[config.mk]
export PLATFORM = sky130hd
export DESIGN_NAME = pll_lock_monitor_flat
export DESIGN_NICKNAME = d
export VERILOG_FILES = /design/src/rtl/pll_lock_monitor_if.sv /design/src/rtl/pll_lock_monitor.sv /design/src/flat_wrapper.sv
export SDC_FILE = /design/constraint.sdc
export NUM_CORES = 1
export LEC_CHECK = 0
export BUFFER_PORTS_ARGS = -buffer_cell sky130_fd_sc_hd__buf_2
export CAP_MARGIN = 20
export CORE_MARGIN = 5
export CORE_UTILIZATION = 30
export DETAILED_ROUTE_END_ITERATION = 8
export HOLD_SLACK_MARGIN = 0.06
export SLEW_MARGIN = 30
export SYNTH_ARGS = -nofsm -noshare
export SYNTH_HDL_FRONTEND = slang
export SYNTH_SLANG_ARGS = --single-unit
[constraint.sdc]
create_clock -name clk_in -period 2.8 [get_ports clk_in]
set_clock_uncertainty 0.05 [all_clocks]
set_input_delay 0.28 -clock clk_in [delete_from_list [all_inputs] [get_ports clk_in]]
set_output_delay 0.28 -clock clk_in [all_outputs]
set_load 0.1 [all_outputs]
[src/rtl/pll_lock_monitor_if.sv]
// ----------------------------------------------------------------------------
// pll_lock_monitor_if
//   Interface that groups the monitored signal and the lock-monitor results.
//   Build option: PLL_MON_STICKY_EN adds the sticky error flag and its clear.
//   Signals:
//     sig_in       monitored clock-like signal (asynchronous to clk_in)
//     period       last measured rise-to-rise period, clk_in cycles
//     period_valid 1-cycle pulse when period updates
//     locked       high while the monitor is locked
//     lost         1-cycle pulse when lock is lost
//     err_sticky   (PLL_MON_STICKY_EN) sticky bad-period/timeout flag
//     err_clr      (PLL_MON_STICKY_EN) clears err_sticky
//   Modports: master = the monitor, slave = the environment around it.
// ----------------------------------------------------------------------------
interface pll_lock_monitor_if #(
  parameter int unsigned CNT_W = 16
);
  logic             sig_in;
  logic [CNT_W-1:0] period;
  logic             period_valid;
  logic             locked;
  logic             lost;
`ifdef PLL_MON_STICKY_EN
  logic             err_sticky;
  logic             err_clr;

  modport master (
    input  sig_in, err_clr,
    output period, period_valid, locked, lost, err_sticky
  );
  modport slave (
    output sig_in, err_clr,
    input  period, period_valid, locked, lost, err_sticky
  );
`else
  modport master (
    input  sig_in,
    output period, period_valid, locked, lost
  );
  modport slave (
    output sig_in,
    input  period, period_valid, locked, lost
  );
`endif
endinterface

[src/rtl/pll_lock_monitor.sv]
// ----------------------------------------------------------------------------
// pll_lock_monitor
//   Measures the rising-edge period of a slow clock-like signal in clk_in
//   cycles and reports lock when LOCK_COUNT consecutive periods fall inside
//   NOMINAL +/- TOL. A missing edge for TIMEOUT cycles drops back to IDLE.
//   Build option: PLL_MON_STICKY_EN adds err_sticky/err_clr.
//   Ports:
//     clk_in  system clock, all logic on rising edge
//     rst_n   asynchronous active-low reset
//     mon     pll_lock_monitor_if.master (sig_in, period, period_valid,
//             locked, lost, optional err_sticky/err_clr)
// ----------------------------------------------------------------------------
module pll_lock_monitor #(
  parameter int unsigned CNT_W      = 16,
  parameter int unsigned NOMINAL    = 100,
  parameter int unsigned TOL        = 2,
  parameter int unsigned LOCK_COUNT = 4,
  parameter int unsigned TIMEOUT    = 200
) (
  input  logic                 clk_in,
  input  logic                 rst_n,
  pll_lock_monitor_if.master   mon
);

  localparam int unsigned PER_LO = NOMINAL - TOL;
  localparam int unsigned PER_HI = NOMINAL + TOL;
  localparam int unsigned GC_W   = $clog2(LOCK_COUNT + 1);
  localparam logic [CNT_W-1:0] CNT_MAX = '1;

  typedef enum logic [1:0] {IDLE, ACQUIRE, LOCKED} state_e;

  state_e           state_q, state_d;
  logic             s1_q, s2_q, s3_q;
  logic [CNT_W-1:0] cnt_q, cnt_d;
  logic [GC_W-1:0]  good_cnt_q, good_cnt_d;
  logic [CNT_W-1:0] period_q, period_d;
  logic             period_valid_q, period_valid_d;
  logic             locked_q, locked_d;
  logic             lost_q, lost_d;

  logic rise_c;
  logic good_c;
  logic timeout_c;

  // Synchronised rising edge plus period classification of the running count
  assign rise_c    = s2_q & ~s3_q;
  assign good_c    = (cnt_q >= CNT_W'(PER_LO)) && (cnt_q <= CNT_W'(PER_HI));
  assign timeout_c = ~rise_c && (cnt_q >= CNT_W'(TIMEOUT));

  // State and output registers
  always_ff @(posedge clk_in or negedge rst_n) begin
    if (!rst_n) begin
      state_q        <= IDLE;
      s1_q           <= 1'b0;
      s2_q           <= 1'b0;
      s3_q           <= 1'b0;
      cnt_q          <= '0;
      good_cnt_q     <= '0;
      period_q       <= '0;
      period_valid_q <= 1'b0;
      locked_q       <= 1'b0;
      lost_q         <= 1'b0;
    end else begin
      state_q        <= state_d;
      s1_q           <= mon.sig_in;
      s2_q           <= s1_q;
      s3_q           <= s2_q;
      cnt_q          <= cnt_d;
      good_cnt_q     <= good_cnt_d;
      period_q       <= period_d;
      period_valid_q <= period_valid_d;
      locked_q       <= locked_d;
      lost_q         <= lost_d;
    end
  end

  // Next-state, period counter and output decode
  always_comb begin
    state_d        = state_q;
    good_cnt_d     = good_cnt_q;
    period_d       = period_q;
    period_valid_d = 1'b0;
    lost_d         = 1'b0;
    cnt_d          = cnt_q;

    if (rise_c)               cnt_d = CNT_W'(1);
    else if (cnt_q != CNT_MAX) cnt_d = cnt_q + CNT_W'(1);

    case (state_q)
      IDLE: begin
        // First edge only establishes the reference; nothing to measure yet
        if (rise_c) begin
          state_d    = ACQUIRE;
          good_cnt_d = '0;
        end
      end
      ACQUIRE, LOCKED: begin
        if (rise_c) begin
          period_d       = cnt_q;
          period_valid_d = 1'b1;
          if (good_c) begin
            if (state_q == ACQUIRE) begin
              if (good_cnt_q == GC_W'(LOCK_COUNT - 1)) state_d = LOCKED;
              else good_cnt_d = good_cnt_q + GC_W'(1);
            end
          end else begin
            state_d    = ACQUIRE;
            good_cnt_d = '0;
            lost_d     = (state_q == LOCKED);
          end
        end else if (timeout_c) begin
          state_d    = IDLE;
          good_cnt_d = '0;
          lost_d     = (state_q == LOCKED);
        end
      end
      default: begin
        state_d    = IDLE;
        good_cnt_d = '0;
      end
    endcase

    // locked mirrors the next state so it rises with the locking period_valid
    locked_d = (state_d == LOCKED);
  end

  assign mon.period       = period_q;
  assign mon.period_valid = period_valid_q;
  assign mon.locked       = locked_q;
  assign mon.lost         = lost_q;

`ifdef PLL_MON_STICKY_EN
  logic err_sticky_q, err_sticky_d;
  logic err_evt_c;

  // Bad period or timeout while measuring; a set beats a same-cycle clear
  always_comb begin
    err_evt_c    = (state_q != IDLE) && ((rise_c && !good_c) || timeout_c);
    err_sticky_d = err_sticky_q;
    if (err_evt_c)        err_sticky_d = 1'b1;
    else if (mon.err_clr) err_sticky_d = 1'b0;
  end

  always_ff @(posedge clk_in or negedge rst_n) begin
    if (!rst_n) err_sticky_q <= 1'b0;
    else        err_sticky_q <= err_sticky_d;
  end

  assign mon.err_sticky = err_sticky_q;
`endif

endmodule
[src/flat_wrapper.sv]
// flat-port wrapper written by rule: the top's interface ports become plain ports
module pll_lock_monitor_flat 
#(
  parameter int unsigned CNT_W      = 16,
  parameter int unsigned NOMINAL    = 100,
  parameter int unsigned TOL        = 2,
  parameter int unsigned LOCK_COUNT = 4,
  parameter int unsigned TIMEOUT    = 200
)
  (clk_in, rst_n, mon_sig_in, mon_period, mon_period_valid, mon_locked, mon_lost);
  pll_lock_monitor_if #(.CNT_W(CNT_W)) mon_i ();
  input  logic clk_in;
  input  logic rst_n;
  input wire logic [$bits(mon_i.sig_in)-1:0] mon_sig_in;
  output wire logic [$bits(mon_i.period)-1:0] mon_period;
  output wire logic [$bits(mon_i.period_valid)-1:0] mon_period_valid;
  output wire logic [$bits(mon_i.locked)-1:0] mon_locked;
  output wire logic [$bits(mon_i.lost)-1:0] mon_lost;
  assign mon_i.sig_in = mon_sig_in;
  assign mon_period = mon_i.period;
  assign mon_period_valid = mon_i.period_valid;
  assign mon_locked = mon_i.locked;
  assign mon_lost = mon_i.lost;
  pll_lock_monitor #(.CNT_W(CNT_W), .NOMINAL(NOMINAL), .TOL(TOL), .LOCK_COUNT(LOCK_COUNT), .TIMEOUT(TIMEOUT)) u_core (.clk_in(clk_in), .rst_n(rst_n), .mon(mon_i));
endmodule
After elaboration in Yosys (flattened, before gate mapping) --
Cells that the tools add are included.
Storage, ports and cells: flip-flop bits (word level) 43, input port bits 3
Cells by class: add/subtract/negate cells 2, order comparisons 3, eq/ne operators 9, mux-type cells 22, bitwise gates (word level) 3, reduce and logical (&&, ||, !) cells 7
Operators with widths (number):
- $mux W16 | 2
- $mux W3 | 6
- $add A16 B1 Y16 const B | 1
- $ge A16 B7 Y1 const B | 1
- $ge A16 B8 Y1 const B | 1
- $le A16 B7 Y1 const B | 1
- $ne A16 B16 Y1 const B | 1
- $mux W2 | 6
- $ne A4 B4 Y1 const B | 2
- $mux W1 | 6
- $pmux W3 S2 | 1
- $eq A2 B2 Y1 const B | 2
- $pmux W2 S2 | 1
- $reduce_and A4 Y1 | 1
- $add A3 B1 Y3 const B | 1
- $eq A3 B2 Y1 const B | 1
- $ne A3 B1 Y1 const B | 1
- $eq A2 B1 Y1 const B | 1
- $logic_and A1 B1 Y1 | 2
- $logic_not A2 Y1 | 1
- $ne A2 B1 Y1 const B | 1
- $not A1 Y1 | 2
- $reduce_and A2 Y1 | 1
- $reduce_bool A2 Y1 | 1
- other kinds (2) | 2

Longest topological paths before layout --
Gate-level depths: netlist of run 1.
depth after elaboration 8, mapped depth 7, depth with buffers taken out 6

Worst setup path after synthesis of run 1 --
Ideal clock, no wire load.
path type flip-flop to flip-flop, start register u_core.cnt_q[14], end register u_core.good_cnt_q[0], library setup time 0.125 ns, arrival 1.900 ns, data required time 2.625 ns, slack 0.725 ns, cell stages (with the launch flop) 6, buffers on the path 0, period minus slack after synthesis 2.075 ns, path through dfrtp_1 > or4_1 > or3_4 > o22ai_2 > o21bai_4 > mux2_4
On the way: word-level cells in the longest chain between the ends 5
RTL lines:
- start, declared | line pll_lock_monitor.sv:34 | logic [CNT_W-1:0] cnt_q, cnt_d;
- start signal, assigned | line pll_lock_monitor.sv:68 | cnt_q <= cnt_d;
- $ge A16 B7 Y1 / $le A16 B7 Y1 (equally long branches) | line pll_lock_monitor.sv:47 | assign good_c = (cnt_q >= CNT_W'(PER_LO)) && (cnt_q <= CNT_W'(PER_HI));
- $logic_and A1 B1 Y1 | line pll_lock_monitor.sv:47
- $mux W3 | line pll_lock_monitor.sv:101 | if (good_c) begin
- $mux W3 | line pll_lock_monitor.sv:98 | if (rise_c) begin
- $pmux W3 S2 | line pll_lock_monitor.sv:89 | case (state_q)
- end signal, assigned | line pll_lock_monitor.sv:69 | good_cnt_q <= good_cnt_d;
- end, declared | line pll_lock_monitor.sv:35 | logic [GC_W-1:0] good_cnt_q, good_cnt_d;
Several ways; a longest one is shown, not always the timed one. A chain may end at the register's enable or synchronous reset.

Worst setup path after layout of run 1 --
start register u_core.cnt_q[14], end register u_core.good_cnt_q[2]
Same word-level chain as after synthesis.

==> impl_metrics.ini, run 1 <==
[grt]
grt_util_all_layers_pct = 10.59
grt_pass1_wl_mm = 7.486
grt_pass1_vias = 1576
grt_max_degree = 23
antenna_found_initial = 0
grt_overflow_total = 0

[die]
std_cell_rows = 30
start_util_pct = 30.99
core_mm2 = 0.006832
io_pins = 22
die_area_mm2 = 0.008837
die_y_um = 94.01
die_w_um = 94.01

[logic_synthesis]
async_flop_share_pct = 100.0
ys_types = 43
yosysWarnings = 0
syn_avg_cell_area_um2 = 11.03
netlist_area_mm2 = 0.002117
yosys.area.top_type = dfrtp_1
yosys.area.top_type_share_pct = 50.83
postSynthCellCount = 192
synth_edf_count = 0
synth.area.top_cells = dfrtp_1, mux2_2, ha_1
synth_seq_area_share_pct = 50.83
synth_ff_type = dfrtp_1
ys_ff_latch = 43
synth_fp_nets = 203

[sta]
slew_headroom_pct = 56.88
period_minus_slack_ns = 2.178
setup_viol = 0
timing.final.ws_setup_ns = 0.6223
fmax_ghz = 0.4592
rsz0062_at_grt = false
fin_crit_sh_pct = 77.77
slew_viol_final = 0
finalHoldViolCount = 0
worst_pin_slew_ns = 0.6457
finalSetupTns_ns = 0

[flow_run]
cap_viol_max_count = 0

[pwr]
p_per_area_mw_per_mm2 = 733.9
p_leak_nw = 1.231
ir_drop_mv = 0.2220

[clocking]
post_cts_resized = 0
clk_latency_ns = 0.30
clock-sinks = 43
cts.clk_slew.worst_paths_ns = 0.08
cts_buffer_depth = 2
clockRootBuffer = clkbuf_8
htreeDepth = 2
cts_tree = built
cts_made_buffers = 5

[worst_setup_path]
endpoint_kind = register
cp_max_fo = 5
cp-start-kind = register
critical_path_arrival_ns = 2.31
worst_ep_required_time_ns = 2.93
r2r_setup_slack_ns = 0.62
critPathKind = reg2reg

[place]
hpwl_mm = 2.897
place_ws_ns = 0.6464
routabilityCongestion = 0.8503
io_buffers = 21

[detailed_routing]
drtIter0Drc = 92
first_pass_iters = 5
wl_per_cell_um = 13.13
via_per_inst = 4.749
antenna_left = 0
post-route-drc-count = 0
vias = 1496
drt_wl_total_mm = 4.137

[min_path]
hp-class = reg2reg

[final_layout]
syn_to_final_growth_pct = 17.26
diodes = 0
mostFrequentLayoutCell = dfrtp_1
fin_nets = 229
layout_common_cells = dfrtp_1, buf_2, nor2_1
layout-drive-gt1-share_pct = 27.40

[outcome]
status = complete, no violations
## final cells by class
class / count / area, um^2
clock buffer: 6 / 82.58
clock inverter: 2 / 38.79
fill: 717 / 4349
inverter: 8 / 30.03
multi-input combinational: 133 / 959.7
sequential: 43 / 1076
tap: 96 / 120.1
timing repair buffer: 27 / 175.2
## critical path: stages (launching register included)
cell and delay (ns):
dfrtp_1 0.43, or4_1 0.56, or3_4 0.42, o22ai_2 0.12, o21bai_4 0.17, mux2_4 0.31
## stage by stage
step	instances	total power [mW]	utilization [%]	instance area, um^2	hold WS [ns]
after floorplan	192	1.217	-	2117	-0.06559
after global routing	315	1.929	36.34	2482	0.3202
after detailed placement	305	1.326	34.27	2341	0.2572
after CTS	315	1.846	36.34	2482	0.3132
final	315	1.822	36.34	2482	0.3097
after global placement	304	1.314	33.86	2313	0.2864
## Yosys cell counts (2+ instances only)
cell / number
dfrtp_1: 43
nor2_1: 19
a21oi_1: 7
clkbuf_1: 5
nor3_1: 6
a31o_2: 4
ha_1: 8
inv_1: 8
nand2_1: 18
mux2i_1: 3
xnor2_1: 3
and2_1: 2
clkbuf_8: 2
mux2_4: 3
nand2b_1: 2
and3_1: 3
o21ai_0: 5
a31oi_1: 6
nand4_1: 4
mux2_2: 14
nand3_1: 5
## kinds of logic (layout without fill, tap and decap cells)
| kind of cell | count (synthesis) | in the layout | share of synthesized area (%) |
|---|---|---|---|
| simple gates | 70 | 70 | 16.84 |
| flops | 43 | 43 | 50.83 |
| compound gates | 31 | 31 | 11.11 |
| mux | 20 | 20 | 10.99 |
| buf+inv | 16 | 43 | 3.842 |
| fa+ha+maj | 8 | 8 | 4.728 |
| xor+xnor | 4 | 4 | 1.655 |
## registers in the layout (all words and copies together), names as in the netlist
name	count
u_core.cnt_q	16
u_core.mon.period	16
u_core.good_cnt_q	3
u_core.state_q	2
u_core.mon.locked	1
u_core.mon.lost	1
u_core.mon.period_valid	1
u_core.s1_q	1
u_core.s2_q	1
u_core.s3_q	1
## path summary, 6_finish.rpt
check                                              from                           endpoint  cells after the start
max                        u_core.cnt_q[14]$_DFFE_PN0P_   u_core.good_cnt_q[2]$_DFFE_PN0P_                      5
min in group asynchronous                         rst_n  u_core.mon.period_valid$_DFF_PN0_                      2
min                               u_core.s1_q$_DFF_PN0_              u_core.s2_q$_DFF_PN0_                      0
max reg2reg                u_core.cnt_q[14]$_DFFE_PN0P_   u_core.good_cnt_q[2]$_DFFE_PN0P_                      5
max in group asynchronous                         rst_n        u_core.cnt_q[6]$_DFFE_PN0P_                      3
min reg2reg                       u_core.s1_q$_DFF_PN0_              u_core.s2_q$_DFF_PN0_                      0
## report_power, final
| group | total [mW] | leakage [nW] | switching (mW) | internal (mW) |
|---|---|---|---|---|
| Sequential | 0.758 | 0.580 | 0.0698 | 0.688 |
| Clock | 0.512 | 0.0618 | 0.218 | 0.293 |
| Combinational | 0.553 | 0.589 | 0.401 | 0.152 |
## routing by layer
metal	part of all wire [%]	track usage (%)	up-vias
li1	-	-	733
met1	49	13.74	723
met2	46	16.91	32
met3	3.7	2.885	8
met4	1.4	3.730	0
met5	0	0	-
## repair_timing
| item | 4_1_cts | 5_1_grt |
|---|---|---|
| hold buffers | 2 | 0 |
| endpoints found under the hold margin | 22 | 0 |
| setup buffers | 0 | 0 |
(Power assumes the default switching activity.)
==> run 2: changes to the inputs <==
Clock period 2.8 ns to 2.3 ns, I/O delays scaled along.
==> run 2 against run 1 <==
Against the previous run:
- sequential power up 21%
- global-route usage hardly changed
- total power is 15% higher
- critical path depth unchanged
- cell count grew 2.5%
- highest routed layer unchanged
- cell area rose by 0.71%
- wire length is 2.4% higher
- critical endpoint is now u_core.good_cnt_q[1]$_DFFE_PN0P_
- critical path type unchanged
- maximum frequency is 1.0% higher
- largest power group unchanged
- worst hold slack better by 0.00050 ns
- largest cell class unchanged
- count of clock-buffer cells in the layout unchanged
- sequential share of layout area fell by 0.30 points
==> impl_metrics.ini, run 2 (synthesized netlist as in run 1, its figures left out) <==
[detailed_routing]
drtIter0Drc = 70
highest_layer = met4
wl_met1_mm = 2.070
drt_wl_total_mm = 4.236
post-route-drc-count = 0
antenna_left = 0
dr_wl_met2_mm = 1.983
via_per_inst = 4.768
first_pass_iters = 4
vias = 1540
dr_wl_met3_um = 125
wl_per_cell_um = 13.11

[worst_setup_path]
worstPathCellList = or4_1 -> or3_4 -> o22ai_2 -> o21bai_4 -> mux2_4
critPathBufInv = 0
cp_max_fo = 5
critical_path_arrival_ns = 2.28
endpoint_kind = register
worst_ep_required_time_ns = 2.43
slowest_delay_ns = 0.55
crit_start = u_core.cnt_q[14]$_DFFE_PN0P_
r2r-start = u_core.cnt_q[14]$_DFFE_PN0P_
critPathSlowestCell = or4_1
critPathKind = reg2reg
critPathTopFamily = simple AND/OR/NAND/NOR gates
cp-start-kind = register

[die]
start_util_pct = 30.99
core_mm2 = 0.006832
std_cell_rows = 30
die_area_mm2 = 0.008837
die_y_um = 94.01
io_pins = 22
die_w_um = 94.01

[pwr]
ir_drop_mv = 0.2834
p_seq_share_pct = 43.7
power_frac_clock_pct = 23.9
switchingPower_mw = 0.8306
p_int_mw = 1.271
p_leak_nw = 1.251
comb_power_share_pct = 32.3
p_per_area_mw_per_mm2 = 840.5
p_sw_share_pct = 39.53

[final_layout]
utilization_pct = 36.59
mostFrequentLayoutCell = dfrtp_1
regArea_mm2 = 0.001076
layout-drive-gt1-share_pct = 29.96
layout_common_cells = dfrtp_1, buf_2, nor2_1
syn_to_final_growth_pct = 18.09
multi_input_comb_area_um2 = 959.7
final_area_mm2 = 0.002500
fillCellCount = 703
diodes = 0
fin_nets = 237

[place]
io_buffers = 21
routabilityCongestion = 0.7970
hpwl_mm = 2.990
detailed_place.area_mm2 = 0.002381
place_ws_ns = 0.1614

[clocking]
htreeDepth = 2
clock-sinks = 43
post_cts_resized = 0
cts_buffer_depth = 2
post_cts_buffers = 0
clockRootBuffer = clkbuf_8
cts_made_buffers = 5
clk_latency_ns = 0.29
cts_tree = built
hold_buffers = 2
cts.clk_slew.worst_paths_ns = 0.08

[sta]
fin_crit_sh_pct = 93.72
rsz0062_at_grt = false
slew_headroom_pct = 64.46
timing.final.ws_setup_ns = 0.1443
period_minus_slack_ns = 2.156
slew_viol_final = 0
finalSetupTns_ns = 0
setup_viol = 0
worst_pin_slew_ns = 0.5330
finalHoldViolCount = 0
fmax_ghz = 0.4639

[flow_run]
cap_viol_max_count = 0

[outcome]
status = complete, no violations

[grt]
grt_util_all_layers_pct = 10.61
antenna_found_initial = 0
grt_overflow_total = 0
grt_pass1_vias = 1569
grt_pass1_wl_mm = 7.458
grt_max_degree = 44

[min_path]
hp-class = reg2reg
worstHoldStart = u_core.s1_q$_DFF_PN0_
[run 2: worst paths after layout]
check | endpoint | slack [ns] | depth (start not counted)
worst max-delay path | u_core.good_cnt_q[1]$_DFFE_PN0P_ | 0.14 | 5
worst min-delay path | u_core.s2_q$_DFF_PN0_ | 0.31 | 0
worst max register to register | u_core.good_cnt_q[1]$_DFFE_PN0P_ | 0.14 | 5
worst min register to register | u_core.s2_q$_DFF_PN0_ | 0.31 | 0
max in group asynchronous | u_core.cnt_q[13]$_DFFE_PN0P_ | 1.35 | 3
min in group asynchronous | u_core.mon.period_valid$_DFF_PN0_ | 0.48 | 3
[run 2: metrics by stage]
step | hold slack [ns] | total power, mW | instances
finish | 0.3102 | 2.101 | 323
global route | 0.3188 | 2.226 | 323
CTS | 0.3161 | 2.134 | 323
detailed placement | 0.2931 | 1.615 | 313
global placement | 0.2881 | 1.612 | 313
floorplan | -0.1156 | 1.482 | 192
[run 2: area by class of cell]
class	instances	share of cell area, %
sequential	43	43.04
clock inverter	2	0.6507
tap	96	4.805
clock buffer	6	3.303
inverter	8	1.201
multi-input combinational	133	38.39
timing repair buffer	35	8.609
[run 2: worst register-to-register path, stage by stage, from the launching register on]
cell	delay, ns
dfrtp_1	0.43
or4_1	0.55
or3_4	0.42
o22ai_2	0.11
o21bai_4	0.17
mux2_4	0.31
[run 2: power by group through the flow]
stage                     logic [mW]  clock network [mW]  registers, mW
after global routing           0.728               0.562          0.936
final                          0.680               0.503          0.919
after global placement         0.680                   0          0.932
after detailed placement       0.682                   0          0.933
after floorplan                0.271                   0           1.21
after CTS                      0.687               0.529          0.918
[run 2: per-layer routing]
| metal | vias to the layer above | global-route usage (%) |
|---|---|---|
| met2 | 18 | 17.21 |
| met4 | 0 | 3.610 |
| met3 | 8 | 2.484 |
| met5 | - | 0 |
| met1 | 766 | 13.83 |
| li1 | 748 | - |
==> run 3: changes to the inputs <==
Settings changed: CELL_PAD_IN_SITES_DETAIL_PLACEMENT from default to 0, CELL_PAD_IN_SITES_GLOBAL_PLACEMENT from default to 2, PLACE_DENSITY_LB_ADDON from default to 0.1.
==> run 3 against run 2 <==
Against the previous run:
- cell count increased by 1.2%
- total power grew 2.2%
- non-clock buffer count is 4 higher
- critical endpoint is now u_core.good_cnt_q[0]$_DFFE_PN0P_
- largest cell class unchanged
- largest power group unchanged
==> impl_metrics.ini, run 3 (synthesized netlist as in run 1, its figures left out) <==
[grt]
grt_max_degree = 28
antenna_found_initial = 0
grt_overflow_total = 0
grt_pass1_vias = 1589
grt_pass1_wl_mm = 8.169
grt_util_all_layers_pct = 11.88

[clocking]
cts_made_buffers = 5
cts_buffer_depth = 2
clk_latency_ns = 0.29
cts.clk_slew.worst_paths_ns = 0.08
clock-sinks = 43
clockRootBuffer = clkbuf_8
cts_tree = built
post_cts_buffers = 0
htreeDepth = 2

[sta]
worst_pin_slew_ns = 0.6493
fmax_ghz = 0.4589
period_minus_slack_ns = 2.179
fin_crit_sh_pct = 94.75
setup_viol = 0
slew_viol_final = 0
rsz0062_at_grt = false
slew_headroom_pct = 56.62
finalSetupTns_ns = 0
finalHoldViolCount = 0
whs_ns = 0.3069

[detailed_routing]
first_pass_iters = 4
wl_per_cell_um = 14.36
drtIter0Drc = 47
via_per_inst = 4.752
drt_wl_total_mm = 4.697
post-route-drc-count = 0
vias = 1554
antenna_left = 0

[worst_setup_path]
worstReg2RegEnd = u_core.good_cnt_q[0]$_DFFE_PN0P_
critical_path_arrival_ns = 2.31
r2r_setup_slack_ns = 0.12
cp_max_fo = 6
reg2reg_depth = 5
cp-start-kind = register
endpoint_kind = register
cp-endpoint = u_core.good_cnt_q[0]$_DFFE_PN0P_
worst_ep_required_time_ns = 2.43
r2r-start = u_core.cnt_q[11]$_DFFE_PN0P_
crit_start = u_core.cnt_q[11]$_DFFE_PN0P_
critPathKind = reg2reg

[final_layout]
syn_to_final_growth_pct = 19.74
layout_common_cells = dfrtp_1, buf_2, nor2_1
diodes = 0
fin_nets = 241
layout-drive-gt1-share_pct = 31.17
mostFrequentLayoutCell = dfrtp_1
fillCellCount = 712

[pwr]
p_per_area_mw_per_mm2 = 847.2
p_seq_share_pct = 42.9
p_sw_share_pct = 39.39
finalPower_mw = 2.148
switchingPower_mw = 0.8458
p_leak_nw = 1.274
p_int_mw = 1.302
comb_power_share_pct = 32.2
ir_drop_mv = 0.2276
power_frac_clock_pct = 24.9

[outcome]
status = complete, no violations

[place]
hpwl_mm = 3.378
routabilityCongestion = 0.7622
io_buffers = 21

[die]
die_area_mm2 = 0.008837
start_util_pct = 30.99
die_y_um = 94.01
io_pins = 22
std_cell_rows = 30
core_mm2 = 0.006832
die_w_um = 94.01

[min_path]
hp-class = reg2reg

[flow_run]
cap_viol_max_count = 0
==> run 3: per-stage QoR <==
step / area (um^2) / setup WS (ns) / util, % / cells
6_report: 2535 / 0.1208 / 37.11 / 327
5_1_grt: 2535 / 0.02977 / 37.11 / 327
4_1_cts: 2531 / 0.08666 / 37.05 / 327
3_5_place_dp: 2411 / 0.1048 / 35.29 / 317
3_3_place_gp: 2411 / 0.1431 / 35.29 / 317
2_1_floorplan: 2117 / 0.2245 / - / 192
==> run 3: worst min path at each step <==
stage | from | end | slack, ns | cells past startpoint
2_1_floorplan | rst_n | u_core.cnt_q[0]$_DFFE_PN0P_ | -0.12 | 0
3_3_place_gp | rst_n | u_core.mon.period_valid$_DFF_PN0_ | 0.12 | 1
3_5_place_dp | rst_n | u_core.mon.period_valid$_DFF_PN0_ | 0.13 | 1
4_1_cts | u_core.s1_q$_DFF_PN0_ | u_core.s2_q$_DFF_PN0_ | 0.31 | 0
5_1_grt | u_core.s1_q$_DFF_PN0_ | u_core.s2_q$_DFF_PN0_ | 0.32 | 0
6_report | u_core.s1_q$_DFF_PN0_ | u_core.s2_q$_DFF_PN0_ | 0.31 | 0
==> run 3: power by group through the flow <==
stage               Sequential (mW)  Clock [mW]  Combinational, mW
finish                        0.920       0.536              0.692
floorplan                      1.21           0              0.271
CTS                           0.921       0.549              0.699
global route                  0.933       0.584              0.742
detailed placement            0.935           0              0.693
global placement              0.931           0              0.688
==> run 3: layout make-up <==
class | instances | area, um^2 | area share, %
Sequential cell | 43 | 1076 | 42.45
Multi-Input combinational cell | 133 | 963.4 | 38.01
Timing Repair Buffer | 39 | 245.2 | 9.674
Inverter | 8 | 30.03 | 1.185
Clock buffer | 8 | 100.1 | 3.949
Tap cell | 96 | 120.1 | 4.738
==> run 3: critical path, stage by stage (launching register included) <==
cell	delay (ns)
dfrtp_1	0.44
or4_4	0.56
or3_4	0.40
o22ai_2	0.13
o21bai_4	0.18
mux2_4	0.31
==> run 3: timing repair <==
item	in CTS	in global routing
endpoints found under the hold margin	17	0
hold buffers	2	0
setup endpoints to repair	0	3
gates resized for setup	0	1
==> run 3: routing by layer <==
metal | part of all wire, % | GRT usage, %
met5 | 0 | 0
met4 | 1.3 | 3.610
met3 | 3.0 | 3.045
met2 | 45 | 18.39
met1 | 51 | 16.23
